===== config.mk =====
export PLATFORM = sky130hd
export DESIGN_NAME = sync_fifo_asym
export DESIGN_NICKNAME = d
export VERILOG_FILES = /design/src/rtl/sync_fifo_asym.sv
export SDC_FILE = /design/constraint.sdc
export NUM_CORES = 2
export LEC_CHECK = 0
export CORE_MARGIN = 10
export CORE_UTILIZATION = 60
export DETAILED_ROUTE_END_ITERATION = 12
export PLACE_DENSITY = 0.83
export SYNTH_ARGS = -nofsm -noshare
export SYNTH_HDL_FRONTEND = slang
export SYNTH_SLANG_ARGS = --single-unit

===== constraint.sdc =====
create_clock -name clk -period 14.1 [get_ports clk]
set_clock_uncertainty 0.15 [all_clocks]
set_input_delay 4.23 -clock clk [delete_from_list [all_inputs] [get_ports clk]]
set_output_delay 4.23 -clock clk [all_outputs]
set_load 0.02 [all_outputs]

===== src/rtl/sync_fifo_asym.sv =====
// sync_fifo_asym: single-clock FIFO with independent write and read beat widths.
// Narrow words pack little-endian into wide ones (lowest slice first). The
// write side is a valid/ready slave. The read side is a first-word-fall-through
// valid/ready master, fed by a prefetch engine that keeps an output buffer topped up.
//
// Ports:
//   clk, rst           single clock, synchronous active-high reset
//   flush              synchronous clear of contents (same effect as rst)
//   s_data/s_valid/s_ready   write beat, accepted when s_valid && s_ready
//   m_data/m_valid/m_ready   read beat, FWFT, consumed when m_valid && m_ready
//   level              stored narrow units, including in-flight and prefetched data
//   almost_full        level >= ALMOST_FULL_THRESH
//   almost_empty       level <= ALMOST_EMPTY_THRESH
module sync_fifo_asym #(
  parameter int unsigned WR_DATA_WIDTH       = 8,
  parameter int unsigned RD_DATA_WIDTH       = 32,
  parameter int unsigned DEPTH_LOG2          = 9,
  parameter string       OUTPUT_REG          = "TRUE",
  parameter int unsigned ALMOST_FULL_THRESH  = (1 << DEPTH_LOG2) - 4,
  parameter int unsigned ALMOST_EMPTY_THRESH = 4
) (
  input  logic                     clk,
  input  logic                     rst,
  input  logic                     flush,
  input  logic [WR_DATA_WIDTH-1:0] s_data,
  input  logic                     s_valid,
  output logic                     s_ready,
  output logic [RD_DATA_WIDTH-1:0] m_data,
  output logic                     m_valid,
  input  logic                     m_ready,
  output logic [DEPTH_LOG2:0]      level,
  output logic                     almost_full,
  output logic                     almost_empty
);

  localparam int unsigned NW       = (WR_DATA_WIDTH < RD_DATA_WIDTH) ? WR_DATA_WIDTH : RD_DATA_WIDTH;
  localparam int unsigned MW       = (WR_DATA_WIDTH > RD_DATA_WIDTH) ? WR_DATA_WIDTH : RD_DATA_WIDTH;
  localparam int unsigned WR_RATIO = WR_DATA_WIDTH / NW;
  localparam int unsigned RD_RATIO = RD_DATA_WIDTH / NW;
  localparam int unsigned WR_LOG   = $clog2(WR_RATIO);
  localparam int unsigned RD_LOG   = $clog2(RD_RATIO);
  // One of the two ratios is 1, so the sum is the log of the wide/narrow ratio.
  localparam int unsigned MAX_LOG  = WR_LOG + RD_LOG;
  localparam int unsigned CAP      = 1 << DEPTH_LOG2;
  localparam int unsigned LW       = DEPTH_LOG2 + 1;
  localparam int unsigned WAW      = DEPTH_LOG2 - WR_LOG;
  localparam int unsigned RAW      = DEPTH_LOG2 - RD_LOG;
  localparam int unsigned MAW      = DEPTH_LOG2 - MAX_LOG;
  localparam int unsigned MDEPTH   = 1 << MAW;
  localparam int unsigned LAT      = (OUTPUT_REG == "TRUE") ? 2 : 1;
  localparam int          BUF      = int'(LAT) + 1;
  localparam int unsigned CW       = 3;

  logic                     clr_c;
  logic                     wr_fire_c;
  logic                     rd_fire_c;
  logic                     issue_c;

  logic [WAW-1:0]           wr_ptr_q;
  logic [RAW-1:0]           rd_ptr_q;
  logic [LW-1:0]            level_q, level_d;
  logic                     af_q, ae_q;

  logic [MW-1:0]            mem_q [MDEPTH];

  logic                     v1_q;
  logic [RD_DATA_WIDTH-1:0] beat1_c;
  logic                     pipe_v_c;
  logic [RD_DATA_WIDTH-1:0] pipe_d_c;
  logic [CW-1:0]            inflight_c;
  logic [CW-1:0]            pending_c;

  logic [RD_DATA_WIDTH-1:0] buf_q [BUF];
  logic [RD_DATA_WIDTH-1:0] buf_d [BUF];
  logic [CW-1:0]            cnt_q, cnt_d;
  logic                     mv_q;

  assign clr_c = rst | flush;

  // Space check uses registered level only; a same-cycle read does not free room.
  assign s_ready   = !rst && !flush && ((LW'(CAP) - level_q) >= LW'(WR_RATIO));
  assign wr_fire_c = s_valid && s_ready;
  assign rd_fire_c = mv_q && m_ready;

  // Reads issued but not yet consumed: buffered beats plus beats in the RAM pipeline.
  assign pending_c = cnt_q + inflight_c;

  // Issue when one more complete beat is committed beyond everything already
  // issued, and the buffer has room counting in-flight reads and a same-cycle pop.
  assign issue_c = !clr_c
                && (32'(level_q) >= RD_RATIO * (32'(pending_c) + 32'd1))
                && ((pending_c - CW'(rd_fire_c)) < CW'(BUF));

  // RAM write port: full-word write or narrow slice write into a wide word.
  generate
    if (WR_LOG >= RD_LOG) begin : g_wr_full
      always_ff @(posedge clk) begin
        if (wr_fire_c) mem_q[wr_ptr_q] <= s_data;
      end
    end else begin : g_wr_slice
      logic [MAW-1:0]    waddr_c;
      logic [RD_LOG-1:0] wsel_c;
      assign waddr_c = wr_ptr_q[WAW-1:RD_LOG];
      assign wsel_c  = wr_ptr_q[RD_LOG-1:0];
      always_ff @(posedge clk) begin
        if (wr_fire_c) mem_q[waddr_c][wsel_c*NW +: NW] <= s_data;
      end
    end
  endgenerate

  // RAM read port: registered read; narrow reads select a slice of the wide word.
  generate
    if (RD_LOG >= WR_LOG) begin : g_rd_full
      logic [RD_DATA_WIDTH-1:0] word1_q;
      always_ff @(posedge clk) begin
        if (issue_c) word1_q <= mem_q[rd_ptr_q];
      end
      assign beat1_c = word1_q;
    end else begin : g_rd_slice
      logic [MAW-1:0]    raddr_c;
      logic [WR_LOG-1:0] rsel_c;
      logic [MW-1:0]     word1_q;
      logic [WR_LOG-1:0] sel1_q;
      assign raddr_c = rd_ptr_q[RAW-1:WR_LOG];
      assign rsel_c  = rd_ptr_q[WR_LOG-1:0];
      always_ff @(posedge clk) begin
        if (issue_c) begin
          word1_q <= mem_q[raddr_c];
          sel1_q  <= rsel_c;
        end
      end
      assign beat1_c = word1_q[sel1_q*NW +: NW];
    end
  endgenerate

  // Optional RAM output register stage.
  generate
    if (LAT == 2) begin : g_oreg
      logic                     v2_q;
      logic [RD_DATA_WIDTH-1:0] d2_q;
      always_ff @(posedge clk) begin
        if (clr_c) v2_q <= 1'b0;
        else       v2_q <= v1_q;
        d2_q <= beat1_c;
      end
      assign pipe_v_c   = v2_q;
      assign pipe_d_c   = d2_q;
      assign inflight_c = CW'(v1_q) + CW'(v2_q);
    end else begin : g_noreg
      assign pipe_v_c   = v1_q;
      assign pipe_d_c   = beat1_c;
      assign inflight_c = CW'(v1_q);
    end
  endgenerate

  // Level bookkeeping: net change of both handshakes.
  always_comb begin
    level_d = level_q;
    if (wr_fire_c) level_d = level_d + LW'(WR_RATIO);
    if (rd_fire_c) level_d = level_d - LW'(RD_RATIO);
  end

  // Output buffer: head always at index 0, pop shifts down, push lands after the tail.
  always_comb begin
    buf_d = buf_q;
    cnt_d = cnt_q;
    if (rd_fire_c) begin
      for (int i = 0; i < BUF - 1; i++) buf_d[i] = buf_q[i+1];
      buf_d[BUF-1] = '0;
      cnt_d        = cnt_q - CW'(1);
    end
    if (pipe_v_c) begin
      for (int i = 0; i < BUF; i++) begin
        if (CW'(i) == cnt_d) buf_d[i] = pipe_d_c;
      end
      cnt_d = cnt_d + CW'(1);
    end
  end

  // Control state; rst and flush both discard pointers, level, buffer and in-flight reads.
  always_ff @(posedge clk) begin
    if (clr_c) begin
      wr_ptr_q <= '0;
      rd_ptr_q <= '0;
      level_q  <= '0;
      af_q     <= 1'b0;
      ae_q     <= 1'b1;
      v1_q     <= 1'b0;
      cnt_q    <= '0;
      mv_q     <= 1'b0;
      for (int i = 0; i < BUF; i++) buf_q[i] <= '0;
    end else begin
      if (wr_fire_c) wr_ptr_q <= wr_ptr_q + WAW'(1);
      if (issue_c)   rd_ptr_q <= rd_ptr_q + RAW'(1);
      level_q <= level_d;
      af_q    <= (32'(level_d) >= ALMOST_FULL_THRESH);
      ae_q    <= (32'(level_d) <= ALMOST_EMPTY_THRESH);
      v1_q    <= issue_c;
      cnt_q   <= cnt_d;
      mv_q    <= (cnt_d != '0);
      for (int i = 0; i < BUF; i++) buf_q[i] <= buf_d[i];
    end
  end

  assign m_data       = buf_q[0];
  assign m_valid      = mv_q;
  assign level        = level_q;
  assign almost_full  = af_q;
  assign almost_empty = ae_q;

endmodule


# Word-level counts from Yosys, hierarchy flattened
# Memory sizes are Yosys's and may differ from the RTL's. A register that Yosys moved wholly into a read port is not among the register bits.
# Index checks and enable logic that the tools add are counted.
totals:
  register_bits: 162
  mem_bits_rw: 4096
  input_bits: 13
  output_inout_bits: 46
  wordCells: 58
  memories: 1
memory_table:
  columns: ["name", "depth", "width", "rd", "rd_ports_with_merged_regs", "write_ports", "line", "source"]
  rows:
  - ["mem_q", 128, 32, 1, 1, 1, "64", "logic [MW-1:0] mem_q [MDEPTH];"]
classes:
  add_sub_neg: 12
  magnitude_cmp: 5
  n_eq_ne: 2
  shifts: 2
  mux: 11
  bitwise: 1
  reduce_logical: 11
op_table:
  columns: ["cell", "count"]
  rows:
  - ["$mux 96", 2]
  - ["$mux 32", 4]
  - ["$neg 5->34", 1]
  - ["$shift 8x34->32 const A", 1]
  - ["$shiftx 8x34->32", 1]
  - ["$mux 10", 2]
  - ["$add 10x1->10 const B", 1]
  - ["$ge 10x1->1 const B", 1]
  - ["$ge 10x6->1", 1]
  - ["$ge 10x9->1 const B", 1]
  - ["$le 10x3->1 const B", 1]
  - ["$sub 10x10->10 const A", 1]
  - ["$sub 10x3->10 const B", 1]
  - ["$add 9x1->9 const B", 1]
  - ["$add 7x1->7 const B", 1]
  - ["$logic_and 1x1->1", 6]
  - ["$mux 3", 2]
  - ["$add 3x1->4 const B", 1]
  - ["$add 3x1->3 const B", 1]
  - ["$add 3x3->3", 1]
  - ["$eq 1x3->1 const A", 1]
  - ["$eq 2x3->1 const A", 1]
  - ["$logic_not 1->1", 3]
  - ["$logic_not 3->1", 1]
  - ["7 further kinds", 7]

# Longest topological paths before layout
logic_depth:
  ltp_word: 8
  mapped_depth: 14

# Least setup slack after synthesis
# OpenSTA, ideal clock, no wires.
synth_path:
  path_kind: "in2out"
  from: "in flush"
  to: "out s_ready"
  t_arrival_ns: 5.233
  slack_ns: 4.487
  path_stages: 4
  path_cell_list: "or2_2 > clkbuf_1 > clkbuf_1 > nor2_1"
synth_between:
  elab_chain_cells: 3
synth_lines:
  columns: ["element", "line", "source"]
  rows:
  - ["start: declaration", "24", "input logic flush,"]
  - ["$logic_not 1->1", "81", "assign s_ready = !rst && !flush && ((LW'(CAP) - level_q) >= LW'(WR_RATIO));"]
  - ["$logic_and 1x1->1 (2 in series)", "81", null]
  - ["end: declaration", "27", "output logic s_ready,"]
# Every way passes these cells.

# Worst setup path after layout
# Same ends and word-level chain as after synthesis.

==> flow_summary.toml <==
[clock_network]
cts_max_path_buffers = 4
cts-buffers-inserted = 413
cts_max_level = 5
cts_post_setup_buffers_inserted = 0
cts_num_sinks = 4290
clk-insertion-delay-late_ns = 1.07
cts_tree = "done"
cts.root.buffer_cell = "clkbuf_16"
worst_setup_hold_path_clk_slew_ns = 0.06
cts-hold-fix-buffers = 0
cts_resized = 0

[sta]
finalHoldViolCount = 0
timing_worst_slew_pin_value_ns = 1.39
setup_violations = 0
hold-worst-slack_ns = 0.191
final_count_of_pins_violating_max_slew = 0
setup_total_negative_slack_ns = 0
finalWorstPathRequiredPeriod_ns = 10.24
post-route-period-util_pct = 72.6
max-slew-margin-rel_pct = 6.29
grt_setup_unrepaired = "false"
fmax_ghz = 0.0976

[grt]
grt.met2_usage_pct = 51.3
grt_start_max_net_pins = 149
globalRoute.totalOverflow = 0
met3_usage_pct = 8.23
grt_first_pass_wirelength_um = 686000
grtUsageTotal_pct = 32.5
grt_antenna_before_repair = 53
globalRouteMet1Util_pct = 39.2
first_global_vias = 86000
grt_most_used_layer = "met2"

[synthesis]
post_synthesis_register_bit_count = 4290
synth_seq_area_share_pct = 76.6
synth_warnings = 0
yosys_most_used_dff = "edfxtp_1"
netlist_top_cells_area = "edfxtp_1, mux4_2, dfxtp_1"
ys_types = 58
synth_async_sr_flop_share_pct = 0
syn-num-nets = 7478
netlist_area_um2 = 166000
synth_top_area_cell = "edfxtp_1"
synth_top_cell_area_share_pct = 74.7
synthesis.area_per_instance_um2 = 22.3
edff_count_synth = 4128
post_synth_inst_count = 7439

[floorplanning]
io_pins = 59
floorplan.die_area_um2 = 298000
floorplan.initialDensity_pct = 60.2
die-height_um = 546
floorplan.die.width_um = 546
core_area_um2 = 276000
placement_rows = 193

[worst_setup_path]
path_max_fanout = 15
worst_ep_required_time_ns = 9.72
timing.reg2reg.setup_slack_ns = 7.70
cp-end-kind = "output port"
reg2reg_depth = 9
regToRegEndpoint = "beat1_c[31]$_DFFE_PP_"
cp.arrival_ns = 5.86
start_kind = "primary input"
timing_worst_setup_path_type = "in2out"
origin_of_the_critical_flop_to_flop_path = "rd_ptr_q[0]$_SDFFE_PN0P_"

[layout]
nFillCells = 15300
post-route-util_pct = 66.3
leading_cell_type_in_the_layout_fill_and_taps_excluded = "edfxtp_1"
seqCellArea_um2 = 127000
multi_input_comb_area_um2 = 36900
layout.nets = 7572
layout-area-overhead-vs-synth_pct = 10.2
mostFrequentLayoutCells = "edfxtp_1, mux4_2, nor2_1, clkbuf_16, nand2_1"
drive_gt1_share_pct = 26.8

[placed_design]
finalWeightedCongestion = 0.894
dpl_wire_length_um = 258000
buffer_ports.inserted = 58

[drt]
number_of_drc_violations_after_detailed_routing_iteration_0 = 15400
wl_per_cell_um = 42.1
wirelength_um = 487000
route.detailed.vias_per_inst = 7.36
ant_nets = 0
detail_route.first_pass.iterations = 12
route.vias.total = 85200
remaining_drc_errors = 0

[power_and_ir_drop]
cellPowerDensity_nw_per_um2 = 137
total_leakage_power_nw = 61.3
vdd.ir_drop.worst_mv = 0.113

[job]
max_cap_violations = 0

[hold_path]
worst_hold_path.num_cells = 0
holdCritStartpoint = "beat1_c[12]$_DFFE_PP_"
hold_path.class = "reg2reg"
hold-path-endpoint = "g_oreg.d2_q[12]$_DFF_P_"

[status]
outcome = "finished clean"
==> metrics by stage <==
| stage | worst slack [ns] | total power, W | std cells | instance area [µm²] |
|---|---|---|---|---|
| after floorplan | 4.49 | 0.0142 | 7439 | 166000 |
| after global placement | 3.83 | 0.0142 | 10800 | 170000 |
| after detailed placement | 3.86 | 0.0142 | 10800 | 170000 |
| after CTS | 3.86 | 0.0249 | 11600 | 183000 |
| after global routing | 3.82 | 0.0254 | 11600 | 183000 |
| final | 3.86 | 0.0250 | 11600 | 183000 |
==> cell usage after synthesis (32+ instances only) <==
cell	count
edfxtp_1	4128
mux4_2	1342
nand3_1	39
dfxtp_1	162
nor2_1	623
mux2_2	32
a311oi_1	64
a21oi_1	38
buf_2	115
nand2_1	322
and2_1	36
buf_4	41
clkbuf_1	282
==> power breakdown <==
part	switching [W]	internal (W)	leakage, nW
Sequential	0.00000115	0.0138	46.0
Clock	0.00503	0.00599	6.26
Combinational	0.000125	0.0000152	9.07
Total	0.00515	0.0198	61.3
==> flip-flops by register name, summed over array words and instances (netlist names) <==
signal        count
cnt_q             3
g_oreg.v2_q       1
m_data           32
almost_empty      1
v1_q              1
g_oreg.d2_q      32
mem_q          4096
wr_ptr_q          9
level            10
almost_full       1
rd_ptr_q          7
m_valid           1
beat1_c          32
buf_q            64
==> how the worst max path moves through the flow <==
| stage | from | endpoint | slack (ns) |
|---|---|---|---|
| after floorplan | flush | s_ready | 4.49 |
| after global placement | flush | s_ready | 3.83 |
| after detailed placement | flush | s_ready | 3.86 |
| after CTS | flush | s_ready | 3.86 |
| after global routing | flush | s_ready | 3.82 |
| final | flush | s_ready | 3.86 |
==> kinds of logic after synthesis <==
family	after synthesis	share of synthesized area, %
adder cells (fa/ha/maj)	26	0.200
buffers and inverters	487	1.29
multiplexers	1381	18.5
AND/OR/NAND/NOR	1079	2.62
AO/OA/AOI/OAI	142	0.632
flip-flops	4290	76.6
XOR/XNOR	34	0.179
==> critical path, stage by stage <==
cell,delay [ns]
clkdlybuf4s50_1,0.48
or2_4,0.36
nor2_1,0.15
clkdlybuf4s50_1,0.64
==> routing by layer <==
layer  routed length, µm  vias to the layer above
met5                 288                        -
met4               47100                       44
met3               58900                     1999
met2              233000                     8041
met1              148000                    43900
li1                    -                    31200
==> final cells by class <==
type                    instances  share of cell area [%]
flip-flops and latches       4290                    69.5
multi-input cells            2662                    20.1
clock buffers                 479                    5.83
well taps                    3705                    2.53
clock inverters               253                    1.16
repair buffers                151                   0.760
diodes                         24                  0.0328
inverters                      15                  0.0308
Power figures use the tool's default switching activity.
